File: src/rtl/inst_loader.sv
// Byte-stream program loader: parses a count-prefixed frame, writes big-endian words to
// instruction memory from address 0, verifies an XOR checksum and then releases the core.
module inst_loader #(
    parameter int unsigned INST_DEPTH = 1024,
    parameter int unsigned ADDR_WIDTH = 10
) (
    input  logic                  clk,
    input  logic                  reset,
    input  logic                  byte_valid,
    input  logic [7:0]            byte_data,
    output logic                  byte_ready,
    output logic                  mem_we,
    output logic [ADDR_WIDTH-1:0] mem_addr,
    output logic [31:0]           mem_wdata,
    output logic                  cpu_run,
    output logic                  load_done,
    output logic                  load_error,
    output logic [ADDR_WIDTH:0]   words_loaded
);

    typedef enum logic [2:0] {
        StCntHi,
        StCntLo,
        StData,
        StCsum,
        StDone,
        StError
    } state_e;

    state_e                state_q, state_d;
    logic [7:0]            cnt_hi_q, cnt_hi_d;
    logic [15:0]           count_q, count_d;
    logic [1:0]            idx_q, idx_d;
    logic [23:0]           word_q, word_d;
    logic [7:0]            csum_q, csum_d;
    logic                  we_q, we_d;
    logic [ADDR_WIDTH-1:0] addr_q, addr_d;
    logic [31:0]           wdata_q, wdata_d;
    logic [ADDR_WIDTH:0]   words_q, words_d;

    logic        accept;
    logic [15:0] full_count;

    assign byte_ready = (state_q == StCntHi) || (state_q == StCntLo) ||
                        (state_q == StData)  || (state_q == StCsum);
    assign accept     = byte_valid && byte_ready;
    assign full_count = {cnt_hi_q, byte_data};

    always_comb begin
        state_d  = state_q;
        cnt_hi_d = cnt_hi_q;
        count_d  = count_q;
        idx_d    = idx_q;
        word_d   = word_q;
        csum_d   = csum_q;
        we_d     = 1'b0;
        addr_d   = addr_q;
        wdata_d  = wdata_q;
        words_d  = words_q;

        unique case (state_q)
            StCntHi: begin
                if (accept) begin
                    cnt_hi_d = byte_data;
                    state_d  = StCntLo;
                end
            end
            StCntLo: begin
                if (accept) begin
                    count_d = full_count;
                    if (32'(full_count) > INST_DEPTH) begin
                        state_d = StError;
                    end else if (full_count == 16'd0) begin
                        state_d = StCsum;
                    end else begin
                        state_d = StData;
                    end
                end
            end
            StData: begin
                if (accept) begin
                    word_d = {word_q[15:0], byte_data};
                    csum_d = csum_q ^ byte_data;
                    idx_d  = idx_q + 2'd1;
                    if (idx_q == 2'd3) begin
                        // Write address is the count of words already written.
                        we_d    = 1'b1;
                        wdata_d = {word_q, byte_data};
                        addr_d  = words_q[ADDR_WIDTH-1:0];
                        words_d = words_q + 1'b1;
                        if (32'(words_q) + 32'd1 == 32'(count_q)) begin
                            state_d = StCsum;
                        end
                    end
                end
            end
            StCsum: begin
                if (accept) begin
                    state_d = (byte_data == csum_q) ? StDone : StError;
                end
            end
            StDone:  state_d = StDone;
            StError: state_d = StError;
            default: state_d = StError;
        endcase
    end

    always_ff @(posedge clk) begin
        if (reset) begin
            state_q  <= StCntHi;
            cnt_hi_q <= '0;
            count_q  <= '0;
            idx_q    <= '0;
            word_q   <= '0;
            csum_q   <= '0;
            we_q     <= 1'b0;
            addr_q   <= '0;
            wdata_q  <= '0;
            words_q  <= '0;
        end else begin
            state_q  <= state_d;
            cnt_hi_q <= cnt_hi_d;
            count_q  <= count_d;
            idx_q    <= idx_d;
            word_q   <= word_d;
            csum_q   <= csum_d;
            we_q     <= we_d;
            addr_q   <= addr_d;
            wdata_q  <= wdata_d;
            words_q  <= words_d;
        end
    end

    assign mem_we       = we_q;
    assign mem_addr     = addr_q;
    assign mem_wdata    = wdata_q;
    assign words_loaded = words_q;
    assign load_done    = (state_q == StDone);
    assign load_error   = (state_q == StError);
    assign cpu_run      = (state_q == StDone);

endmodule
File: config.mk
export PLATFORM = sky130hd
export DESIGN_NAME = inst_loader
export DESIGN_NICKNAME = d
export VERILOG_FILES = /design/src/rtl/inst_loader.sv
export SDC_FILE = /design/constraint.sdc
export NUM_CORES = 1
export LEC_CHECK = 0
export ABC_AREA = 1
export BUFFER_PORTS_ARGS = -buffer_cell sky130_fd_sc_hd__buf_4
export CAP_MARGIN = 20
export CELL_PAD_IN_SITES_DETAIL_PLACEMENT = 1
export CELL_PAD_IN_SITES_GLOBAL_PLACEMENT = 2
export CORE_MARGIN = 2
export CORE_UTILIZATION = 32
export CTS_CLUSTER_SIZE = 25
export DETAILED_ROUTE_END_ITERATION = 12
export PLACE_DENSITY = 0.8
export REMOVE_ABC_BUFFERS = 1
export SKIP_LAST_GASP = 1
export SLEW_MARGIN = 30
export SYNTH_ARGS = -nofsm -noshare
export SYNTH_HDL_FRONTEND = slang
export SYNTH_SLANG_ARGS = --single-unit
File: constraint.sdc
create_clock -name clk -period 2.26 [get_ports clk]
set_input_delay 0.339 -clock clk [delete_from_list [all_inputs] [get_ports clk]]
set_output_delay 0.339 -clock clk [all_outputs]
set_load 0.03 [all_outputs]
---- After elaboration in Yosys (flattened, before gate mapping) ----
Cells that the tools add are included.
storage, ports and cells
  flip-flop bits (word level) ............. 115
  logic and storage cells ................. 54
cells by class
  add/sub/neg operators ................... 3
  $lt $le $gt $ge ......................... 1
  equal/unequal tests ..................... 14
  multiplexer cells ....................... 11
  bitwise logic cells ..................... 3
  reductions and logical operators ........ 12
operators with widths
  operator               number
  $mux 3                 7
  $eq 12x16->1           1
  $gt 16x11->1 const B   1
  $logic_not 16->1       1
  $pmux 3 s5             1
  $add 11x1->12 const B  1
  $add 11x1->11 const B  1
  $eq 8x8->1             1
  $ne 2x2->1 const B     4
  $xor 8x8->8            1
  $eq 3x2->1 const B     2
  $eq 3x3->1 const B     2
  $reduce_and 2->1       3
  $reduce_and 6->1       1
  $ne 2x1->1 const B     2
  $eq 3x1->1 const B     1
  $logic_not 3->1        1
  $logic_or 1x1->1       3
  $mux 1                 3
  $reduce_and 3->1       1
  $reduce_or 3->1        1
  $add 2x1->2 const B    1
  $eq 2x2->1 const B     1
  $not 1->1              2
  $logic_and 1x1->1      1

---- Depth between registers and ports, before layout ----
  depth in word-level cells ............... 7
  gate-level depth with buffers ........... 16
  gate-level depth less buffers ........... 16

---- Worst setup path before layout ----
OpenSTA, ideal clock, no wires.
  kind .................................... flip-flop to flip-flop
  start point ............................. register words_q[1] (netlist: words_loaded[1])
  end point ............................... register state_q[1]
  arrival time ............................ 1838 ps
  setup slack ............................. 307 ps
  cell stages (with the launch flop) ...... 13
  period minus slack after synthesis ...... 1953 ps
  cell sequence ........................... dfxtp_1 ha_1 nand2_2 nor2_4 nand2_2 nor2_4 xnor3_1 nor2_1 nand2_1 nand2_2 nand3_1 nand2_1 nor2_1
between the ends
  word-level cells in the longest chain between the ends .. 4
RTL lines
  element                            line  RTL
  start: declaration                 39    logic [ADDR_WIDTH:0] words_q, words_d;
  start signal: assignment           130   words_q <= words_d;
  $add 11x1->12                      91    if (32'(words_q) + 32'd1 == 32'(count_q)) begin
  $eq 12x16->1                       91
  $ne 2x1->1 (no source line)        --
  $reduce_and 6->1 (no source line)  --
  end signal: assignment             110   state_q <= StCntHi;
  end signal: assignment             121   state_q <= state_d;
  end: declaration                   30    state_e state_q, state_d;
No other way between the ends.
A chain may end at the register's enable or synchronous reset.

---- Worst setup path in the final report ----
  start point ............................. register words_q[0] (netlist: words_loaded[0])
  end point ............................... register state_q[1]
The elaborated chain is that of the path after synthesis.

==> flow_summary.json <==
{
  "status": "finished clean",
  "critPathRequiredTime_ns": 2.57,
  "worstSetupStartpointType": "flip-flop",
  "maxSlewHeadroom_pct": 43.0,
  "fin_crit_sh_pct": 88.0,
  "cp_top_family": "simple AND/OR/NAND/NOR gates",
  "syn2layout_area_growth_pct": 27.6,
  "std_cell_rows": 44,
  "tns_ns": 0,
  "preCtsSetupSlack_ns": 0.256,
  "post_dp_cell_area_um2": 5430,
  "cp_slowest_stage_delay_ns": 0.42,
  "worstMarginPinSlew_ns": 0.852,
  "initial_core_util_pct": 32.6,
  "antenna_found_initial": 0,
  "n_antenna_cell": 0,
  "setup_viol": 0,
  "drv_cap": 0,
  "final_cells": 891,
  "synth-simple-area-share_pct": 23.2,
  "critPathBufInv": 1,
  "hold_class": "input port to flip-flop",
  "drt_iter0_drc": 217,
  "netlist_area_um2": 4730,
  "drv_slew": 0,
  "synthTopCellsByArea": "dfxtp_1, nand2_1, a21oi_1",
  "synth-seq-cells": 115,
  "cp_common_cell": "nand2_1",
  "core_um2": 14500,
  "wl_per_cell_um": 15.3,
  "finalHoldViolCount": 0,
  "synthXorXnorAreaFrac_pct": 2.51,
  "fin_hold_ws_ns": 0.234,
  "fin_ws_ns": 0.272,
  "synth.area.mux_share_pct": 0,
  "first_pass_iters": 4,
  "ctsResizeCount": 0,
  "synth_top_area_share_pct": 48.7,
  "synth_ff_type": "dfxtp_1",
  "cts_setup_buffers": 0,
  "cts_buffers": 17,
  "final_cell_mix": "nand2_1, dfxtp_1, a21oi_1",
  "r2r_slack_ns": 0.27,
  "num_vias": 4294,
  "synthCells": 625,
  "die_area_um2": 15800,
  "ir_worst_vdd_mv": 0.531,
  "grt_max_degree": 47,
  "portBuffers": 68,
  "cts-hold-fix-buffers": 0,
  "cts_max_level": 4,
  "syn_avg_cell_area_um2": 7.56,
  "antenna_left": 0,
  "end_kind": "flip-flop",
  "grt_pass1_vias": 4383,
  "drc": 0,
  "wl_um": 13600,
  "layout-drive-gt1-share_pct": 19.2,
  "cts_tree": "done",
  "path_max_fanout": 6,
  "yosysTopAreaCell": "dfxtp_1",
  "via_per_inst": 4.82,
  "finalInstanceArea_um2": 6030,
  "clock_latency_ns": 0.42,
  "powerDensity_nw_per_um2": 881,
  "die_w_um": 126,
  "grtUsageTotal_pct": 17.8,
  "clk_pin_slew_ns": 0.06,
  "dp.cells": 859,
  "gp_routability_congestion": 0.752,
  "synth_adder_area_share_pct": 0.529,
  "fin_nets": 707,
  "p_total_mw": 5.32,
  "final_common_cell": "nand2_1",
  "grt-ovfl-total": 0,
  "period_minus_slack_ns": 1.99,
  "crit_type": "flip-flop to flip-flop",
  "slowest_stage": "dfxtp_1",
  "synthArstFlopShare_pct": 0,
  "synth_top_family_by_area": "simple AND/OR/NAND/NOR gates",
  "cts_buffer_depth": 2,
  "final.setup_skew_ns": 0.00652,
  "max_freq_ghz": 0.503,
  "rsz0062_at_grt": "false",
  "post-route-util_pct": 41.7,
  "io_pins": 69,
  "clock-sinks": 115,
  "p_leak_nw": 2.46,
  "dp_hpwl_um": 9560,
  "yosys_warnings": 0,
  "fp.dieH_um": 126,
  "crit_chain": "ha_1, nand2_2, nor2_4, nand2_2, nand2_1, nand2_1, nand2_1, nand2_1, inv_1, nand2_1, nor2_1, nand2_1, nand2_2, nand3_1, nand2_1, nor2_1",
  "grt_pass1_wl_um": 22300,
  "seq_area_frac_synth_pct": 48.7,
  "root_buffer": "clkbuf_16",
  "synth_edf_count": 0,
  "synth_compound_area_share_pct": 17.5,
  "ys_types": 32,
  "cp.arrival_ns": 2.29
}
## worst min-delay path, stage by stage
cell and delay, ns:
buf_4 0.10, o21ai_0 0.08, a21oi_1 0.10
## final timing paths
| path | startpoint | to | depth (start not counted) |
|---|---|---|---|
| hold reg to reg | mem_wdata[24] | mem_wdata[24] | 2 |
| hold / removal | byte_data[2] | word_q[2] | 3 |
| setup reg to reg | words_loaded[0] | state_q[1] | 16 |
| setup / recovery | words_loaded[0] | state_q[1] | 16 |
## cell usage after synthesis, types with 3 or more instances
cell and number:
a21oi_1 88, a31oi_1 3, buf_2 6, buf_4 6
clkbuf_1 17, dfxtp_1 115, inv_1 50, inv_2 3
nand2_1 146, nand2_2 6, nand3_1 34, nand3b_1 4
nor2_1 37, nor2_2 3, nor2_4 5, nor3_1 8
o21ai_0 57, o21ai_1 11, xor2_1 9
## kinds of logic after synthesis
kind of cell / count (synthesis)
flops: 115
compound gates: 162
fa+ha+maj: 2
buf+inv: 85
simple gates: 249
xor+xnor: 12
## report_power, final
group | internal [mW] | switching [mW]
combinational | 0.133 | 0.273
clock | 1.74 | 0.998
sequential | 2.11 | 0.0630
total | 3.98 | 1.33
## final cells by class
cell class              count  area, um2
clock inverters            15        180
inverters                  53        199
flip-flops and latches    115       2300
multi-input cells         425       2070
fillers                  1791       8450
repair buffers             82        628
clock buffers              17        425
well taps                 184        230
## registers in the layout (all words and copies together) (netlist names)
signal and cells:
mem_we 1, word_q 24, mem_addr 10, cnt_hi_q 8, count_q 16, mem_wdata 32
state_q 3, words_loaded 11, idx_q 2, csum_q 8
## per-layer routing
layer  global-route usage (%)  share of wire, %  vias up
met5                        0                 0        -
met2                     29.4                49       54
met1                     23.0                47     2042
met3                     3.68               2.7       12
li1                         -                 -     2186
met4                     6.67               1.3        0
No activity file was read; power rests on OpenSTA's default activity.
